===== src/rtl/leitor_display.sv =====
// leitor_display
// Observes the multiplexed 4-digit seven-segment bus (d1..d4, a..g, ponto),
// decodes each digit window back to a hex value, debounces it over several
// scans and publishes the reconstructed display with status flags.
//
// Parameters:
//   ESTAVEL     identical consecutive decodes needed to commit a digit (1..15)
//   TIMEOUT     cycles without a completed window before the scan is stopped
//   ATIVO_BAIXO 1: bus lines are active-low, 0: active-high
//
// Ports:
//   clk, reset         clock, synchronous active-high reset
//   d1..d4             digit enables (d1 = digit 0, most significant)
//   a..g, ponto        segment lines and decimal point
//   valor[15:0]        committed values, digit 0 in [15:12]
//   pontos[3:0]        committed decimal points, bit 3 = digit 0
//   branco[3:0]        committed blank flags, bit 3 = digit 0
//   valido             every digit committed since reset/timeout
//   novo               pulse when a committed digit changes
//   erro_padrao        pulse when a window ends on an undecodable pattern
//   erro_conflito      pulse for every cycle with 2+ enables active
//   sem_varredura      scan stopped (timeout)
module leitor_display #(
    parameter int unsigned ESTAVEL     = 3,
    parameter int unsigned TIMEOUT     = 50000,
    parameter bit          ATIVO_BAIXO = 1'b1
) (
    input  logic        clk,
    input  logic        reset,
    input  logic        d1,
    input  logic        d2,
    input  logic        d3,
    input  logic        d4,
    input  logic        a,
    input  logic        b,
    input  logic        c,
    input  logic        d,
    input  logic        e,
    input  logic        f,
    input  logic        g,
    input  logic        ponto,
    output logic [15:0] valor,
    output logic [3:0]  pontos,
    output logic [3:0]  branco,
    output logic        valido,
    output logic        novo,
    output logic        erro_padrao,
    output logic        erro_conflito,
    output logic        sem_varredura
);

    localparam int unsigned IW_MIN = $clog2(TIMEOUT + 1);
    localparam int unsigned IW     = (IW_MIN > 17) ? IW_MIN : 17;
    localparam logic [IW-1:0] TMO      = IW'(TIMEOUT);
    localparam logic [IW-1:0] TMO_LAST = IW'(TIMEOUT - 1);
    localparam logic [3:0]    EST      = 4'(ESTAVEL);

    // Input stage; the normalised (active-high) copy is what gets stored so
    // that the cleared register means "nothing active" for either polarity.
    logic [3:0]    r_en;
    logic [6:0]    r_seg;
    logic          r_dp;

    logic          r_open;
    logic [1:0]    r_cur;
    logic [6:0]    r_pat;
    logic          r_pdp;
    logic [IW-1:0] r_idle;

    logic [3:0]    r_cval [4];
    logic          r_cblk [4];
    logic          r_cdp  [4];
    logic [3:0]    r_cnt  [4];
    logic [3:0]    r_kval [4];
    logic          r_kblk [4];
    logic          r_kdp  [4];
    logic [3:0]    r_seen;

    logic          r_novo;
    logic          r_epad;
    logic          r_econf;
    logic          r_sem;

    logic          w_conf;
    logic          w_one;
    logic [1:0]    w_idx;
    logic [3:0]    w_mask;
    logic          w_end;
    logic          w_dok;
    logic          w_dblk;
    logic [3:0]    w_dval;
    logic          w_eval;
    logic          w_same;
    logic [3:0]    w_ncnt;
    logic          w_differs;
    logic          w_commit;
    logic          w_tmo;

    always_comb begin
        w_conf = (r_en & (r_en - 4'd1)) != 4'd0;
        w_one  = (r_en != 4'd0) && !w_conf;
        w_idx  = 2'd0;
        case (r_en)
            4'b0100: w_idx = 2'd1;
            4'b0010: w_idx = 2'd2;
            4'b0001: w_idx = 2'd3;
            default: w_idx = 2'd0;
        endcase
        w_mask = 4'b1000 >> r_cur;
        // A conflict cycle aborts the window instead of ending it.
        w_end  = r_open && !w_conf && (r_en != w_mask);

        w_dok  = 1'b1;
        w_dblk = 1'b0;
        w_dval = 4'h0;
        case (r_pat)
            7'b1111110: w_dval = 4'h0;
            7'b0110000: w_dval = 4'h1;
            7'b1101101: w_dval = 4'h2;
            7'b1111001: w_dval = 4'h3;
            7'b0110011: w_dval = 4'h4;
            7'b1011011: w_dval = 4'h5;
            7'b1011111: w_dval = 4'h6;
            7'b1110000: w_dval = 4'h7;
            7'b1111111: w_dval = 4'h8;
            7'b1111011: w_dval = 4'h9;
            7'b1110111: w_dval = 4'hA;
            7'b0011111: w_dval = 4'hB;
            7'b1001110: w_dval = 4'hC;
            7'b0111101: w_dval = 4'hD;
            7'b1001111: w_dval = 4'hE;
            7'b1000111: w_dval = 4'hF;
            7'b0000000: w_dblk = 1'b1;
            default:    w_dok  = 1'b0;
        endcase

        w_eval = w_end && w_dok;
        w_same = (r_cval[r_cur] == w_dval) && (r_cblk[r_cur] == w_dblk) &&
                 (r_cdp[r_cur] == r_pdp);
        if (!w_same)
            w_ncnt = 4'd1;
        else if (r_cnt[r_cur] >= EST)
            w_ncnt = EST;
        else
            w_ncnt = r_cnt[r_cur] + 4'd1;
        // New candidate always equals the decode, so compare the decode directly.
        w_differs = (r_kval[r_cur] != w_dval) || (r_kblk[r_cur] != w_dblk) ||
                    (r_kdp[r_cur] != r_pdp);
        // An unchanged commit still matters: it marks the digit as seen.
        w_commit  = w_eval && (w_ncnt == EST) && (w_differs || !r_seen[r_cur]);
        w_tmo     = !w_end && (r_idle == TMO_LAST);
    end

    always_ff @(posedge clk) begin
        if (reset) begin
            r_en    <= '0;
            r_seg   <= '0;
            r_dp    <= 1'b0;
            r_open  <= 1'b0;
            r_cur   <= '0;
            r_pat   <= '0;
            r_pdp   <= 1'b0;
            r_idle  <= '0;
            r_seen  <= '0;
            r_novo  <= 1'b0;
            r_epad  <= 1'b0;
            r_econf <= 1'b0;
            r_sem   <= 1'b0;
            for (int unsigned i = 0; i < 4; i++) begin
                r_cval[i] <= '0;
                r_cblk[i] <= 1'b0;
                r_cdp[i]  <= 1'b0;
                r_cnt[i]  <= '0;
                r_kval[i] <= '0;
                r_kblk[i] <= 1'b0;
                r_kdp[i]  <= 1'b0;
            end
        end else begin
            r_en    <= {d1, d2, d3, d4} ^ {4{ATIVO_BAIXO}};
            r_seg   <= {a, b, c, d, e, f, g} ^ {7{ATIVO_BAIXO}};
            r_dp    <= ponto ^ ATIVO_BAIXO;

            r_novo  <= 1'b0;
            r_epad  <= w_end && !w_dok;
            r_econf <= w_conf;

            if (w_conf) begin
                r_open <= 1'b0;
            end else if (w_one) begin
                r_open <= 1'b1;
                r_cur  <= w_idx;
                r_pat  <= r_seg;
                r_pdp  <= r_dp;
            end else begin
                r_open <= 1'b0;
            end

            if (w_end)
                r_idle <= '0;
            else if (r_idle != TMO)
                r_idle <= r_idle + 1'b1;

            if (w_eval) begin
                r_cval[r_cur] <= w_dval;
                r_cblk[r_cur] <= w_dblk;
                r_cdp[r_cur]  <= r_pdp;
                r_cnt[r_cur]  <= w_ncnt;
            end

            if (w_commit) begin
                r_kval[r_cur] <= w_dval;
                r_kblk[r_cur] <= w_dblk;
                r_kdp[r_cur]  <= r_pdp;
                r_seen[r_cur] <= 1'b1;
                r_novo        <= w_differs;
            end

            // w_tmo already excludes a window end, so the two never collide.
            if (w_end) begin
                r_sem <= 1'b0;
            end else if (w_tmo) begin
                r_sem  <= 1'b1;
                r_seen <= '0;
                for (int unsigned i = 0; i < 4; i++)
                    r_cnt[i] <= '0;
            end
        end
    end

    assign valor         = {r_kval[0], r_kval[1], r_kval[2], r_kval[3]};
    assign pontos        = {r_kdp[0], r_kdp[1], r_kdp[2], r_kdp[3]};
    assign branco        = {r_kblk[0], r_kblk[1], r_kblk[2], r_kblk[3]};
    assign valido        = &r_seen;
    assign novo          = r_novo;
    assign erro_padrao   = r_epad;
    assign erro_conflito = r_econf;
    assign sem_varredura = r_sem;

endmodule

===== config.mk =====
export PLATFORM = sky130hd
export DESIGN_NAME = leitor_display
export DESIGN_NICKNAME = d
export VERILOG_FILES = /design/src/rtl/leitor_display.sv
export SDC_FILE = /design/constraint.sdc
export NUM_CORES = 1
export LEC_CHECK = 0
export BUFFER_PORTS_ARGS = -buffer_cell sky130_fd_sc_hd__buf_2
export CAP_MARGIN = 20
export CORE_UTILIZATION = 60
export DETAILED_ROUTE_END_ITERATION = 10
export MAX_ROUTING_LAYER = met4
export PLACE_DENSITY = 0.8
export SETUP_SLACK_MARGIN = 0.2
export SLEW_MARGIN = 20
export SYNTH_ARGS = -nofsm -noshare
export SYNTH_HDL_FRONTEND = slang
export SYNTH_SLANG_ARGS = --single-unit

===== constraint.sdc =====
create_clock -name clk -period 5.03 [get_ports clk]
set_input_delay 1.006 -clock clk [delete_from_list [all_inputs] [get_ports clk]]
set_output_delay 1.006 -clock clk [all_outputs]
set_load 0.005 [all_outputs]

# Word-level counts from Yosys, hierarchy flattened
# Memory sizes are Yosys's and may differ from the RTL's. A register that Yosys moved wholly into a read port is not among the register bits.
# Cells that the tools add are included.
# classes
n_reduce_logical	34
n_addsub	3
mux	65
shift	1
magnitude_cmp	3
n_eq_ne	29
multipliers	0
bitwise	11
div	0
# op_table
op	n
$eq 7x7->1 const B	12
$pmux 4 s15	1
$mux 4	12
$mux 2	21
$mux 1	28
$eq 7x6->1 const B	3
$add 17x1->17 const B	1
$eq 17x16->1 const B	1
$ne 17x16->1 const B	1
$reduce_or 17->1	1
$reduce_or 4->1	3
$logic_and 1x1->1	11
$eq 4x2->1 const B	2
$ne 4x4->1	2
$reduce_bool 4->1	2
$eq 7x5->1 const B	1
$logic_not 7->1	1
$not 7->7	1
$pmux 2 s3	1
$reduce_or 2->1	3
$add 4x1->4 const B	1
$and 4x4->4	1
$eq 4x1->1 const B	1
$eq 4x3->1 const B	1
other kinds (19)	34
# totals
reg_bits	48
wordCells	166
mem_bits_rw	64
romBits	0
latch_bits	0
in_bits	14
n_memories	7
out_inout_bits	29
# mem_list
memory	words	word_bits	read_ports	rd_clocked_by_memory_dff	wr	line_no	source
r_cnt	4	4	1	1	4	73	logic [3:0] r_cnt [4];
r_cval	4	4	1	1	4	70	logic [3:0] r_cval [4];
r_kval	4	4	5	1	4	74	logic [3:0] r_kval [4];
r_cblk	4	1	1	1	4	71	logic r_cblk [4];
r_cdp	4	1	1	1	4	72	logic r_cdp [4];
r_kblk	4	1	5	1	4	75	logic r_kblk [4];
1 more memories	n/a	n/a	n/a	n/a	n/a	n/a	

# Logic depth before layout (Yosys ltp)
# Gate-level depths: netlist (run 1).
# depth
ltp_word	14
ltp_mapped	10
mapped_depth_nobuf	8

# Worst setup path before layout (run 1)
# OpenSTA, ideal clock, no wires.
# synth_timing
path_type	flip-flop to flip-flop
start	register (tool-made name)
end	memory r_kblk[1] (enable)
path_buffers	2
t_arrival_ns	2.792
period_less_slack_ns	3.169
setup_time_ns	0.377
t_required_ns	4.653
stages_incl_launch_ff	10
setup_slack_ns	1.861
path_cell_list	dfxtp_1 > buf_2 > buf_2 > mux4_2 > ha_1 > a2111o_1 > nand4b_1 > nor4b_1 > o211ai_1 > o21ai_0
# synth_lines
element	line_no
to (decl)	75

==> results.tsv, run 1 <==
stage	metric	value	unit
cts	hold_buffers	0	
layout	seqCellArea	2920	um^2
synthesis	syn-instance-count	514	
floorplan	dieHeight	97.9	um
timing	final-hold-violation-count	0	
min_path	holdPathStages	2	
power	power.switching	0.000595	W
layout	area_delta_synth_final	14.3	%
worst_setup_path	worstRegToRegCells	7	
worst_setup_path	path_class	flop to flop	
timing	tns	0	ns
cts	post_cts_resized	0	
placement	port_buffers	42	
synthesis	synth_edf_count	64	
cts	cts.sinks	114	
power	irDropWorstVdd	0.270	mV
worst_setup_path	crit_start	r_pat[1]	
synthesis	synth_ff_type	edfxtp_1	
worst_setup_path	cp-start-kind	flop	
cts	cts_tree	done	
synthesis	synth_area_per_cell	10.7	um^2
min_path	hold_class	flop to flop	
timing	worstMarginPinSlew	1.10	ns
worst_setup_path	critPathMaxStageDelay	0.75	ns
drt	finalWirelength	11800	um
cts	insertion_delay	0.52	ns
grt	antenna_found_initial	0	
worst_setup_path	path_cells	nand4b_1 > nor3b_2 > a211oi_1 > a31o_1 > nor4_4 > o211ai_1 > o21ai_0	
drt	via_count	4115	
synthesis	ys_warn_count	0	
timing	skew	0.00921	ns
run_status	violations	design-rule violations	
power	p_leak	2.24	nW
drt	ant_nets	0	
power	p_sw_share	23.7	%
cts	post-cts-setup-buffers	0	
synthesis	synthMostInstantiatedCell	nor2_1	
timing	fmax	262	MHz
grt	gr-total-overflow	0	
synthesis	netlist_area	5520	um^2
synthesis	synth_cell_types	60	
worst_setup_path	rr_startpoint	r_pat[1]	
cts	path_clk_slew	0.06	ns
cts	cts_buffers	17	
synthesis	synth_area_leader_cell	edfxtp_1	
floorplan	start_util	62.7	%
worst_setup_path	crit_arrival	3.96	ns
drt	vias_per_cell	6.19	
power	internal-power	0.00192	W
worst_setup_path	end_kind	flop	
floorplan	num_rows	34	
layout	finalInstanceArea	6310	um^2
timing	finalMaxSlewViolations	0	
placement	place_congestion	0.910	
synthesis	ys_top_cells_by_area	edfxtp_1 (35%), dfxtp_1 (18%), mux4_2 (5.7%)	
synthesis	ys_ff_latch	114	
worst_setup_path	crit_required	5.17	ns
timing	fin_crit	3.81	ns
placement	dpl_cell_area	5690	um^2
drt	post_drt_wl_per_cell	17.8	um
power	p_per_area	399	nW/um^2
layout	drive_above_1_share	19.2	%
layout	num-nets-final	561	
run_status	outcome	complete, but fails checks	
drt	drc_errors	7	
worst_setup_path	crit_path_max_fanout	15	
floorplan	ios	43	
timing	finalSetupViolations	0	
min_path	worstHoldStart	r_seg[3]	
grt	grt_pass1_vias	3941	
synthesis	yosysSeqAreaShare	52.9	%
power	combPwrFrac	8.2	%
flow_run	cap_viol_max_count	0	
floorplan	core_area	8810	um^2
timing	period_share	75.8	%
placement	dp.final_hpwl	7820	um
synthesis	synth_common_cells	nor2_1 (79), edfxtp_1 (64), dfxtp_1 (50), nand2_1 (32), nor3_1 (29)	
synthesis	async_flop_share	0	%
drt	dr.pass1.iters	8	
timing	rsz0062_at_grt	no	
grt	grt_pass1_wl	19100	um
power	seq_power_share	42.5	%
worst_setup_path	reg2reg_to	r_kval[0][1]	
grt	grt_max_degree	29	
drt	first_iter_violations	377	
synthesis	yosysTopAreaCellShare	34.8	%
cts	cts_max_level	4	
cts	root_buffer	clkbuf_8	
layout	fillers	578	
power	clock_power_share	49.4	%
worst_setup_path	cpMaxStageDelayCell	o21ai_0	
layout	multi_input_area	2360	um^2
timing	slew_headroom	26.2	%
worst_setup_path	reg2reg_slack	1.22	ns
cts	clk_path_buf_depth	2	
min_path	worstHoldEndpoint	r_pat[3]	
layout	antenna_cells	0	
grt	track_usage	26.8	%
floorplan	die_x	97.9	um
floorplan	die_area	9590	um^2
==> kinds of logic after synthesis <==
kind of cell,share of synthesized area (%)
flops,52.9
simple gates,23.3
other cells,0.0679
mux,7.73
fa+ha+maj,0.680
buf+inv,4.73
xor+xnor,3.81
compound gates,6.77
==> flip-flops by register name (all words and copies together) (netlist names), named ones only <==
register	count
r_cblk	4
r_dp	1
r_cdp	4
r_cnt	16
r_pat	7
sem_varredura	1
erro_padrao	1
r_pdp	1
r_kdp	4
r_cur	2
r_open	1
erro_conflito	1
r_kblk	4
r_seen	4
r_kval	16
r_seg	7
r_idle	17
r_en	4
r_cval	16
novo	1
==> layout make-up <==
| class | instances | area share (%) |
|---|---|---|
| Clock inverter | 11 | 2.36 |
| Timing Repair Buffer | 45 | 3.69 |
| Sequential cell | 114 | 46.3 |
| Tap cell | 108 | 2.14 |
| Clock buffer | 21 | 7.45 |
| Inverter | 10 | 0.595 |
| Multi-Input combinational cell | 356 | 37.5 |
==> critical path, delay by kind of cell (launching register included) <==
family,cells,cell delay [ns]
compound gates,4,1.68
flops,1,0.61
simple gates,3,1.14
==> how the worst max path moves through the flow <==
stage	endpoint	slack, ns
floorplan	r_kblk[1]	1.86
global placement	r_kval[0][2]	1.30
detailed placement	r_kval[0][2]	1.15
CTS	r_kval[0][1]	1.07
global route	r_kblk[0]	0.89
finish	r_kval[0][1]	1.22
==> placed cells by master, fill, tap and decap left out, types with 6 or more instances in the layout <==
cell type / n
edfxtp_1: 64
nor3_1: 29
mux2i_1: 10
mux4_2: 14
nor2_1: 79
dfxtp_1: 49
o21ai_0: 17
nand2_1: 32
or3_1: 6
conb_1: 8
xnor2_1: 13
nand3_1: 20
nand3b_1: 9
nand4_1: 7
inv_1: 9
buf_2: 42
nor4_1: 13
clkbuf_16: 17
a21oi_1: 22
xor2_1: 11
==> metrics by stage <==
step	setup slack (ns)	cells	util, %	total power [W]	hold slack [ns]
detailed placement	1.15	633	64.6	0.00129	0.455
global route	0.894	665	71.7	0.00259	0.485
CTS	1.07	665	71.7	0.00252	0.466
finish	1.22	665	71.7	0.00252	0.462
global placement	1.30	633	64.6	0.00128	0.443
floorplan	1.86	521	-	0.00124	0.434
==> power by group through the flow <==
| stage | combinational, W | sequential [W] | clock, W |
|---|---|---|---|
| 5_1_grt | 0.000222 | 0.00107 | 0.00129 |
| 4_1_cts | 0.000203 | 0.00107 | 0.00125 |
| 2_1_floorplan | 0.000185 | 0.00105 | 0 |
| 6_report | 0.000206 | 0.00107 | 0.00124 |
| 3_5_place_dp | 0.000200 | 0.00109 | 0 |
| 3_3_place_gp | 0.000194 | 0.00108 | 0 |
==> metal layers <==
layer | vias up | routed length (um) | GRT usage (%)
met5 | - | 0 | -
met4 | 0 | 359 | 15.5
met3 | 41 | 918 | 5.23
met2 | 242 | 5630 | 42.1
met1 | 1896 | 4920 | 32.5
li1 | 1936 | - | -
No activity file was read; power rests on OpenSTA's default activity.
==> inputs of run 2 (changes only) <==
Settings changed: CORE_UTILIZATION 60 to 54, PLACE_DENSITY 0.8 to 0.76.
Clock period 5.03 ns to 3.5 ns, I/O delays scaled along.
==> results.tsv, run 2 (synthesized netlist as in run 1, its figures left out) <==
stage	metric	value	unit
worst_setup_path	crit_cells	7	
cts	hold_buffers	0	
grt	track_usage	25.7	%
worst_setup_path	cp-start-kind	flop	
cts	insertion_delay	0.51	ns
cts	cts_tree	done	
layout	largest_reg_flops	17	
grt	antenna_found_initial	0	
cts	cts_max_level	4	
worst_setup_path	critPathBufInv	0	
drt	vias_per_cell	5.88	
timing	rsz0062_at_grt	yes	
worst_setup_path	critPathMaxStageDelay	0.66	ns
floorplan	start_util	56.0	%
worst_setup_path	crit_arrival	3.28	ns
power	irDropWorstVdd	0.307	mV
drt	first_iter_violations	275	
placement	port_buffers	42	
flow_run	cap_viol_max_count	0	
worst_setup_path	cpMaxStageDelayCell	dfxtp_1	
timing	finalMaxSlewViolations	0	
timing	holdWs	0.334	ns
worst_setup_path	crit_required	3.64	ns
grt	grt_pass1_wl	19300	um
floorplan	num_rows	36	
layout	finish.utilization	66.0	%
floorplan	die_x	103	um
run_status	outcome	complete, no violations	
drt	ant_nets	0	
grt	grt_max_degree	29	
worst_setup_path	end_kind	flop	
layout	layout_commonest_cell	nor2_1	
drt	drc_errors	0	
placement	post-place-cells	680	
power	p_sw_share	24.3	%
floorplan	die_area	10600	um^2
cts	cts_buffers	17	
floorplan	ios	43	
timing	fmax	318	MHz
worst_setup_path	path_class	flop to flop	
worst_setup_path	crit_path_max_fanout	10	
drt	post_drt_wl_per_cell	17.5	um
timing	finalSetupViolations	0	
grt	grt_pass1_vias	3811	
timing	tns	0	ns
cts	root_buffer	clkbuf_8	
power	clock_power_share	47.8	%
grt	gr-total-overflow	0	
power	seq_power_share	42.6	%
floorplan	core_area	9860	um^2
placement	dp.final_hpwl	8680	um
worst_setup_path	worstRegToRegCells	7	
cts	clk_path_buf_depth	2	
timing	skew	0.0117	ns
drt	via_count	4186	
timing	final-hold-violation-count	0	
worst_setup_path	cp_top_family	compound AO/OA/AOI/OAI gates	
power	combPwrFrac	9.6	%
layout	final_cells	712	
power	power	0.00357	W
floorplan	dieHeight	103	um
min_path	holdPathStages	2	
layout	final_cell_mix	nor2_1 (79), edfxtp_1 (64), dfxtp_1 (47), buf_2 (42), nand2_1 (30)	
layout	antenna_cells	0	
power	p_leak	2.34	nW
worst_setup_path	path_cells	mux4_2 > ha_1 > a2111o_1 > nand4b_1 > nor4b_1 > o211ai_1 > o21ai_1	
power	power.switching	0.000866	W
power	p_per_area	548	nW/um^2
cts	path_clk_slew	0.05	ns
layout	drive_above_1_share	23.3	%
drt	finalWirelength	12400	um
cts	cts.sinks	114	
min_path	hold_class	input port to flop	
timing	fin_crit	3.14	ns
timing	worstMarginPinSlew	0.846	ns
layout	area_delta_synth_final	17.9	%
timing	period_share	89.8	%
timing	slew_headroom	43.2	%
power	internal-power	0.00270	W
drt	dr.pass1.iters	5	
placement	place_congestion	0.891	
layout	regMostFlops	r_idle	
layout	num-nets-final	583	
[run 2: cell types whose count changed in the layout (fill, tap and decap cells not counted), sizes merged]
| cell | previous run | this run |
|---|---|---|
| clkbuf | 21 | 17 |
| inv | 12 | 11 |
| buf | 45 | 67 |
| clkinv | 5 | 10 |
[run 2: area by class of cell]
class                           count  area [um^2]
Multi-Input combinational cell    356         2380
Clock buffer                       17          414
Tap cell                          133          166
Timing Repair Buffer               67          410
Inverter                           10         37.5
Fill cell                         748         3350
Sequential cell                   114         2930
Clock inverter                     15          183
[run 2: stage by stage]
| stage | instance area, um^2 | setup WS (ns) |
|---|---|---|
| after global routing | 6510 | 0.183 |
| after CTS | 6500 | 0.238 |
| after floorplan | 5550 | 0.331 |
| after global placement | 5900 | 0.334 |
| final | 6510 | 0.359 |
| after detailed placement | 5900 | 0.152 |
[run 2: repair_timing]
item / 4_1_cts / 5_1_grt
setup buffers: 0 / 0
gates resized for setup: 2 / 6
setup endpoints to repair: 12 / 40
[run 2: path summary, 6_finish.rpt]
| check | start | end | slack (ns) |
|---|---|---|---|
| setup / recovery | flop | r_kdp[3] | 0.36 |
| setup reg to reg | flop | r_kdp[3] | 0.36 |
| hold / removal | ponto | r_dp | 0.33 |
| hold reg to reg | r_dp | r_pdp | 0.46 |
[run 2: worst reg2reg max path: cells and delay by family, from the launching register on]
| family | cells | cell delay [ns] |
|---|---|---|
| AND/OR/NAND/NOR | 2 | 0.40 |
| flip-flops | 1 | 0.66 |
| AO/OA/AOI/OAI | 3 | 0.98 |
| multiplexers | 1 | 0.43 |
| adder cells (fa/ha/maj) | 1 | 0.31 |
[run 2: power by group through the flow]
stage / logic (W) / registers [W] / clock network, W
after global placement: 0.000327 / 0.00154 / 0
final: 0.000342 / 0.00152 / 0.00171
after detailed placement: 0.000333 / 0.00154 / 0
after CTS: 0.000337 / 0.00152 / 0.00173
after global routing: 0.000371 / 0.00153 / 0.00178
after floorplan: 0.000265 / 0.00151 / 0
[run 2: per-layer routing]
metal | GRT usage, % | vias to the layer above | wire, um
met3 | 6.24 | 29 | 776
met4 | 12.8 | 0 | 363
met1 | 29.8 | 1962 | 5170
met5 | - | - | 0
li1 | - | 1983 | -
met2 | 41.7 | 212 | 6120
